--- src/rtl/hazard_ctrl_pkg.sv ---
// hazard_ctrl_pkg: FSM states, register-number width and NOP encoding for hazard_ctrl
package hazard_ctrl_pkg;
    localparam int REG_W = 5;
    localparam logic [31:0] NOP = 32'h0000_0000;
    typedef enum logic [1:0] {RUN = 2'd0, STALL = 2'd1, FLUSH = 2'd2} state_t;
endpackage

--- src/rtl/hazard_perf_cnt.sv ---
// hazard_perf_cnt: wrapping stall, flush and busy event counters, cleared by rst
module hazard_perf_cnt #(
    parameter int CNT_W = 32
) (
    input  logic             clk,
    input  logic             rst,
    input  logic             stall_ev,
    input  logic             flush_ev,
    input  logic             busy_ev,
    output logic [CNT_W-1:0] stall_cnt,
    output logic [CNT_W-1:0] flush_cnt,
    output logic [CNT_W-1:0] busy_cnt
);
    always_ff @(posedge clk) begin
        if (rst) begin
            stall_cnt <= '0;
            flush_cnt <= '0;
            busy_cnt  <= '0;
        end else begin
            stall_cnt <= stall_cnt + CNT_W'(stall_ev);
            flush_cnt <= flush_cnt + CNT_W'(flush_ev);
            busy_cnt  <= busy_cnt + CNT_W'(busy_ev);
        end
    end
endmodule

--- src/rtl/hazard_ctrl.sv ---
// hazard_ctrl: load-use stall, MEM redirect flush and busy hold control; HAZARD_PERF_EN adds perf counters
module hazard_ctrl
    import hazard_ctrl_pkg::*;
#(
    parameter int CNT_W = 32
) (
    input  logic             clk,
    input  logic             rst,
    input  logic [REG_W-1:0] ifid_rs,
    input  logic [REG_W-1:0] ifid_rt,
    input  logic             ifid_uses_rt,
    input  logic             idex_MemRead,
    input  logic [REG_W-1:0] idex_rt,
    input  logic             mem_redirect,
    input  logic             mem_busy,
    output logic             pc_write,
    output logic             ifid_write,
    output logic             idex_write,
    output logic             exmem_write,
    output logic             pc_src,
    output logic             ifid_flush,
    output logic             idex_bubble,
    output logic             exmem_flush,
    output logic [1:0]       state
`ifdef HAZARD_PERF_EN
    ,
    output logic [CNT_W-1:0] stall_cnt,
    output logic [CNT_W-1:0] flush_cnt,
    output logic [CNT_W-1:0] busy_cnt
`endif
);
    state_t st;
    logic   lu, stall, go, redir;
    assign lu = idex_MemRead && idex_rt != '0 &&
                (idex_rt == ifid_rs || (ifid_uses_rt && idex_rt == ifid_rt));
    // lu is masked in STALL/FLUSH: ID/EX holds a bubble or IF/ID holds a NOP
    assign stall = st == RUN && lu;
    assign go    = !rst && !mem_busy;
    assign redir = go && mem_redirect;
    assign pc_write    = go && (mem_redirect || !stall);
    assign ifid_write  = pc_write;
    assign idex_write  = go;
    assign exmem_write = go;
    assign pc_src      = redir;
    assign ifid_flush  = rst || redir;
    assign idex_bubble = rst || (go && (mem_redirect || stall));
    assign exmem_flush = rst || redir;
    assign state       = st;
    always_ff @(posedge clk) begin
        if (rst) st <= RUN;
        else if (mem_busy) st <= st;
        else if (mem_redirect) st <= FLUSH;
        else if (stall) st <= STALL;
        else st <= RUN;
    end
`ifdef HAZARD_PERF_EN
    hazard_perf_cnt #(.CNT_W(CNT_W)) u_perf (
        .clk      (clk),
        .rst      (rst),
        .stall_ev (go && !mem_redirect && stall),
        .flush_ev (redir),
        .busy_ev  (!rst && mem_busy),
        .stall_cnt(stall_cnt),
        .flush_cnt(flush_cnt),
        .busy_cnt (busy_cnt)
    );
`endif
endmodule
--- config.mk ---
export PLATFORM = sky130hd
export DESIGN_NAME = hazard_ctrl
export DESIGN_NICKNAME = d
export VERILOG_FILES = /design/src/rtl/hazard_ctrl_pkg.sv /design/src/rtl/hazard_perf_cnt.sv /design/src/rtl/hazard_ctrl.sv
export SDC_FILE = /design/constraint.sdc
export NUM_CORES = 1
export LEC_CHECK = 0
export BUFFER_PORTS_ARGS = -buffer_cell sky130_fd_sc_hd__buf_4
export CAP_MARGIN = 10
export CORE_AREA = 2 2 39 41
export CTS_CLUSTER_DIAMETER = 40
export CTS_CLUSTER_SIZE = 40
export DETAILED_ROUTE_END_ITERATION = 10
export DIE_AREA = 0 0 41 43
export REMOVE_ABC_BUFFERS = 1
export SYNTH_ARGS = -nofsm -noshare
export SYNTH_HDL_FRONTEND = slang
export SYNTH_SLANG_ARGS = --single-unit
--- constraint.sdc ---
create_clock -name clk -period 1.99 [get_ports clk]
set_clock_uncertainty 0.1 [all_clocks]
set_input_delay 0.2985 -clock clk [delete_from_list [all_inputs] [get_ports clk]]
set_output_delay 0.2985 -clock clk [all_outputs]
set_load 0.05 [all_outputs]
==> results of run 1 <==
==> layout make-up <==
type	count	area [um2]	share of cell area [%]
Sequential cell	2	40.0	7.31
Inverter	1	3.75	0.685
Tap cell	16	20.0	3.65
Multi-Input combinational cell	28	214	39.0
Clock buffer	3	22.5	4.11
Timing Repair Buffer	31	248	45.2
==> where the power goes <==
part / switching [mW] / internal [mW]
Sequential: 0.000927 / 0.0417
Combinational: 0.0714 / 0.0588
Clock: 0.0219 / 0.0664
==> worst max-delay path: stages <==
cell and delay [ns]:
buf_6 0.10, xor2_2 0.16, nor4_1 0.25, a32oi_1 0.18
o311ai_1 0.31, buf_4 0.25
==> worst paths after layout <==
path / end / slack [ns] / cells past startpoint / from
max reg2reg: state[0]$_SDFFE_PP0N_ / 0.73 / 4 / state[1]$_SDFFE_PP0N_
min reg2reg: state[1]$_SDFFE_PP0N_ / 0.37 / 2 / state[1]$_SDFFE_PP0N_
min: state[1]$_SDFFE_PP0N_ / 0.17 / 2 / rst
max: idex_bubble / 0.04 / 6 / ifid_rt[1]
==> cell usage in the layout, fill, tap and decap left out <==
cell | netlist | final
inv_1 | 1 | 1
nor2_1 | 3 | 3
a21oi_1 | 1 | 1
o211ai_2 | 1 | 1
xor2_2 | 0 | 2
nor4_1 | 1 | 1
o31a_1 | 1 | 1
xnor2_1 | 1 | 1
clkbuf_4 | 0 | 3
a32oi_1 | 1 | 1
o311ai_1 | 1 | 1
o22ai_1 | 1 | 1
buf_4 | 3 | 27
nor3_1 | 1 | 1
and2_1 | 1 | 1
or4_1 | 2 | 2
nand2_1 | 3 | 3
buf_6 | 0 | 4
nand2b_1 | 1 | 1
xor2_1 | 9 | 7
dfxtp_1 | 2 | 2
==> cell families after synthesis <==
logic type                synth area share [%]
buffers and inverters                     9.90
xor gates and xnor gates                  33.0
AOI/OAI and AO/OA                         18.9
DFF                                       15.1
and+or+nand+nor                           23.1
==> through the flow <==
step	std cells	worst slack (ns)	total power, mW
global route	81	-0.0404	0.277
global placement	77	0.0152	0.167
finish	81	0.0390	0.261
detailed placement	77	0.0185	0.166
floorplan	31	-0.989	0.108
CTS	80	0.00240	0.261
==> per-layer routing <==
metal	vias up	routed length (um)	GRT usage, %
li1	179	-	-
met1	150	339	10.9
met2	26	366	14.1
met5	-	0	0
met3	0	142	6.28
met4	0	0	4.00
==> timing repair <==
action                     CTS  global route
setup endpoints to repair    0             3
buffers inserted             0             1
resized for setup            0             6
hold buffers                 0             0
==> results.cfg, run 1 <==
[grt]
grt_max_degree = 7
overflow = 0
grt_pass1_wl_mm = 1.15
antenna_found_initial = 0
grt_use_total_pct = 9.72
grt_pass1_vias = 318

[synthesis]
synth_area_um2 = 265
syn_avg_cell_area_um2 = 7.80
synth-async-reset-ratio_pct = 0
synth.largest_area_cell = xor2_1
ys_types = 18
synth.area.top_cells = xor2_1 30%, dfxtp_1 15%, buf_4 8.5%
synth_commonest_cells = 9 x xor2_1, 3 x buf_4, 3 x nand2_1, 3 x nor2_1
ys_ff_latch = 2
synth-main-ff-cell = dfxtp_1
synth_edf_count = 0
synth_cells = 34
yosysMostFrequentCell = xor2_1
ys_warn_count = 0
synth_top_area_share_pct = 29.7
seq_area_frac_synth_pct = 15.1

[sta]
drv_slew = 0
rsz0062_at_grt = yes
max_clock_freq_mhz = 513
tightest_slew_ns = 0.282
slew_headroom_pct = 81.2
holdWs_ns = 0.171
fin_crit_sh_pct = 98.0
setup_viol = 0
hold_viol_final = 0
min_period_ns = 1.95
totalNegativeSetupSlack_ns = 0

[final_layout]
drive_gt1_share_pct = 56.9
fin_area_um2 = 548
fin_util_pct = 39.6
antenna-diode-count = 0
fill_cells = 150
largest_register_ffs = 2
nets = 88
syn_to_final_growth_pct = 107

[worst_setup_path]
required_ns = 1.59
path_max_fanout = 3
cp-start-kind = input pin
cp-end-kind = output pin
path_class = in2out
crit_arrival_ns = 1.55

[placement]
io_buffers = 30
dp_hpwl_um = 678
postPlaceCellArea_um2 = 488
gp_congestion = 0.649

[power_and_ir_drop]
power.ir.vdd_worst_v = 0.000233
p_leak_nw = 0.262
p_per_area_nw_per_um2 = 476

[floorplanning]
num_rows = 14
io_pins = 31
initial_core_util_pct = 19.2
core_area_um2 = 1380
dieHeight_um = 43
die_area_um2 = 1760
die_w_um = 41

[clock_network]
insertion_delay_ns = 0.22
clock-root-buffer = clkbuf_4
numCtsBuffers = 3
cts_tree = built
clk_pin_slew_ns = 0.03
htreeDepth = 1
cts_sinks = 2
clock_path_buffers = 2

[route]
vias = 355
drt_pass1_iterations = 1
routedWlPerCell_um = 10.5
postRouteAntennaNets = 0
drtIter0Drc = 0
finalWirelength_um = 847
vias_per_cell = 4.38
drc = 0

[status]
outcome = completed

[hold_path]
hp-class = in2reg

[run]
cap_violations = 0
No activity file was read; power rests on OpenSTA's default activity.
==> run 2: changes to the inputs <==
Settings changed: BUFFER_PORTS_ARGS -buffer_cell sky130_fd_sc_hd__buf_4 to unset, DONT_BUFFER_PORTS set to 1, RECOVER_POWER set to 100.
Clock period 1.99 ns to 2.2 ns, I/O delays scaled along.
==> results.cfg, run 2 (synthesis results as in run 1) <==
[status]
outcome = completed

[clock_network]
post-cts-setup-buffers = 0
clock-root-buffer = clkbuf_4
clock_path_buffers = 2
htreeDepth = 1
hold_buffers = 0
cts_resized = 0
insertion_delay_ns = 0.22
cts_sinks = 2
cts_tree = built
numCtsBuffers = 3
clk_pin_slew_ns = 0.03

[grt]
grt_pass1_wl_um = 993
grt_use_total_pct = 8.62
overflow = 0
grt_pass1_vias = 287
antenna_found_initial = 0
grt_max_degree = 7

[power_and_ir_drop]
power.ir.vdd_worst_v = 0.000229
p_leak_nw = 0.115
p_per_area_nw_per_um2 = 590
p_total_uw = 187

[worst_setup_path]
required_ns = 1.77
path_max_fanout = 3
crit_arrival_ns = 1.63
path_class = in2out
cp-end-kind = output pin
cp-start-kind = input pin

[final_layout]
drive_gt1_share_pct = 15.0
largest_register_ffs = 2
syn_to_final_growth_pct = 19.8
nets = 63
antenna-diode-count = 0
fill_cells = 156
final_common_cell = xor2_1
layout_common_cells = 9 x xor2_1, 4 x clkbuf_1, 3 x nor2_1, 3 x nand2_1, 3 x clkbuf_4
multi_input_area_um2 = 201
regArea_um2 = 40.0
fin_area_um2 = 318

[route]
drc = 0
vias = 277
drt_pass1_iterations = 1
drtIter0Drc = 0
vias_per_cell = 4.95
routedWlPerCell_um = 12.9
finalWirelength_um = 724
postRouteAntennaNets = 0

[floorplanning]
num_rows = 14
io_pins = 31
die_area_um2 = 1760
initial_core_util_pct = 19.2
core_area_um2 = 1380
die_w_um = 41
dieHeight_um = 43

[placement]
postPlaceCellArea_um2 = 330
io_buffers = 0
gp_congestion = 0.729
dp_hpwl_um = 629
pre_cts_slack_ns = 0.205

[sta]
hold_viol_final = 0
max_clock_freq_mhz = 485
slew_headroom_pct = 22.1
rsz0062_at_grt = no
setup_viol = 0
drv_slew = 0
fin_crit_sh_pct = 93.8
min_period_ns = 2.06
tightest_slew_ns = 1.17
setup_slack_ns = 0.136

[run]
cap_violations = 0

[hold_path]
hp-class = in2reg
==> run 2: cell types whose count changed in the layout (fill, tap and decap cells not counted), moves of 2 or more <==
cell / change
clkbuf_1: +4
buf_6: -4
xor2_2: -2
buf_4: -25
xor2_1: +2
==> run 2: layer usage <==
metal  global-route usage, %  part of all wire, %  wire, um  vias to the layer above
met5                       0                    0         0                        -
met3                    3.14                   16       115                        0
met1                    9.90                   37       269                      116
met2                    12.5                   47       340                       30
met4                    6.00                    0         0                        0
li1                        -                    -         -                      131
==> run 2: worst max-delay path, cell delays in order <==
cell and delay (ns):
or4_1 0.54, o211ai_1 0.31, o31a_1 0.16, buf_4 0.28
==> run 2: final timing paths <==
kind,to,start,cells past startpoint,slack [ns]
worst min-delay path,state[1]$_SDFFE_PP0N_,rst,1,0.07
worst max-delay path,pc_write,idex_rt[1],4,0.14
worst min register to register,state[0]$_SDFFE_PP0N_,state[0]$_SDFFE_PP0N_,4,0.66
worst max register to register,state[0]$_SDFFE_PP0N_,state[1]$_SDFFE_PP0N_,4,0.93
==> run 2: report_power, final <==
group	switching (mW)	internal [mW]
clock network	0.0204	0.0602
registers	0.000440	0.0377
logic	0.0498	0.0190
==> run 2: per-stage QoR <==
step,util [%],hold WS (ns),TNS (ns),instances
floorplan,-,0.299,-2.53,31
global placement,23.9,0.304,0,53
detailed placement,23.9,0.303,0,53
CTS,25.5,0.0654,0,56
global route,23.0,0.0605,0,56
finish,23.0,0.0738,0,56
==> run 2: cell type report <==
cell class | instances | area share, %
timing repair buffer | 6 | 9.45
sequential | 2 | 12.6
tap | 16 | 6.30
inverter | 1 | 1.18
clock buffer | 3 | 7.09
multi-input combinational | 28 | 63.4
==> run 3: changes to the inputs <==
Settings changed: RECOVER_POWER 100 to 50.
==> results.cfg, run 3 (synthesis results as in run 1) <==
[clock_network]
numCtsBuffers = 3
htreeDepth = 1
clock-root-buffer = clkbuf_4
cts_resized = 0
clock_path_buffers = 2
cts_sinks = 2
post-cts-setup-buffers = 0
hold_buffers = 0
clk_pin_slew_ns = 0.03
insertion_delay_ns = 0.22
cts_tree = built

[route]
routedWlPerCell_um = 12.9
postRouteAntennaNets = 0
drtIter0Drc = 1
drt_pass1_iterations = 4
vias = 273
vias_per_cell = 4.88
finalWirelength_um = 724
drc = 0

[final_layout]
final_cells = 56
layout_common_cells = 9 x xor2_1, 3 x nor2_1, 3 x nand2_1, 3 x clkbuf_4, 3 x clkbuf_1
drive_gt1_share_pct = 17.5
syn_to_final_growth_pct = 26.4
antenna-diode-count = 0
fin_area_um2 = 335
fill_cells = 155
final_common_cell = xor2_1
largest_register_ffs = 2
nets = 63

[worst_setup_path]
crit_arrival_ns = 1.54
r2r_cells = 3
cp-end-kind = output pin
path_max_fanout = 3
cp-start-kind = input pin
cpMaxStageDelayCell = nor4_1
cp_slowest_stage_delay_ns = 0.32
path_class = in2out
reg2reg_from = state[0]$_SDFFE_PP0N_
rr_endpoint = state[0]$_SDFFE_PP0N_
crit_chain = xor2_1 -> nor4_1 -> a32oi_1 -> o311ai_2 -> buf_4
required_ns = 1.77
reg2reg_slack_ns = 0.93

[sta]
fin_crit_sh_pct = 89.7
hold_viol_final = 0
slew_headroom_pct = 22.0
drv_slew = 0
setup_viol = 0
rsz0062_at_grt = no
setup_slack_ns = 0.227
tightest_slew_ns = 1.17
max_clock_freq_mhz = 507
min_period_ns = 1.97

[floorplanning]
num_rows = 14
die_w_um = 41
core_area_um2 = 1380
io_pins = 31
die_area_um2 = 1760
dieHeight_um = 43
initial_core_util_pct = 19.2

[placement]
gp_congestion = 0.729
postPlaceCellArea_um2 = 330
dp_cells = 53
io_buffers = 0
dp_hpwl_um = 629
pre_cts_slack_ns = 0.205

[power_and_ir_drop]
p_per_area_nw_per_um2 = 570
p_leak_nw = 0.123
power.ir.vdd_worst_v = 0.000229

[hold_path]
hp-class = in2reg
min_path_cells = 1
hp-start = rst
whs_endpoint = state[1]$_SDFFE_PP0N_

[grt]
overflow = 0
grt_use_total_pct = 8.62
grt_pass1_wl_um = 993
grt_pass1_vias = 287
antenna_found_initial = 0
grt_max_degree = 7

[run]
cap_violations = 0

[status]
outcome = completed
-- run 3: cell types whose count changed in the layout (fill, tap and decap cells not counted), sizes merged --
cell,change
clkbuf,-1
buf,+1
-- run 3: worst max-delay path, delay by kind of cell --
kind	cells	cell delay, ns
AO/OA/AOI/OAI	2	0.51
XOR/XNOR	1	0.14
buffers and inverters	1	0.24
AND/OR/NAND/NOR	1	0.32
-- run 3: final cells by class --
class	count	area [um2]	area share, %
clock buffers	3	22.5	6.72
well taps	16	20.0	5.97
flip-flops and latches	2	40.0	11.9
multi-input cells	28	206	61.6
repair buffers	6	42.5	12.7
inverters	1	3.75	1.12
-- run 3: power by group --
group	switching [mW]	internal, mW	total [mW]	leakage, nW
Combinational	0.0506	0.0220	0.0726	0.0925
Clock	0.0204	0.0602	0.0806	0.0138
Sequential	0.000440	0.0377	0.0381	0.0163
-- run 3: metrics by stage --
step	setup TNS, ns	utilization (%)	total power [mW]	hold slack [ns]
2_1_floorplan	-2.53	-	0.0973	0.299
3_3_place_gp	0	23.9	0.114	0.304
3_5_place_dp	0	23.9	0.115	0.303
4_1_cts	0	25.5	0.201	0.0654
5_1_grt	0	24.2	0.206	0.0605
6_report	0	24.2	0.191	0.0738
-- run 3: metal layers --
layer | GRT usage (%) | vias to the layer above | wire [um] | share of wire (%)
met3 | 3.14 | 0 | 105 | 15
met2 | 12.5 | 26 | 343 | 47
met1 | 9.90 | 116 | 276 | 38
li1 | - | 131 | - | -
met4 | 6.00 | 0 | 0 | 0
met5 | 0 | - | 0 | 0
-- run 3: how the worst max path moves through the flow --
stage / cells past startpoint / start / slack [ns] / endpoint
global route: 5 / idex_rt[3] / 0.13 / ifid_write
finish: 5 / idex_rt[3] / 0.23 / idex_bubble
global placement: 5 / idex_rt[3] / 0.22 / pc_write
CTS: 5 / idex_rt[3] / 0.20 / pc_write
floorplan: 2 / mem_busy / -0.84 / ifid_write
detailed placement: 5 / idex_rt[3] / 0.20 / pc_write
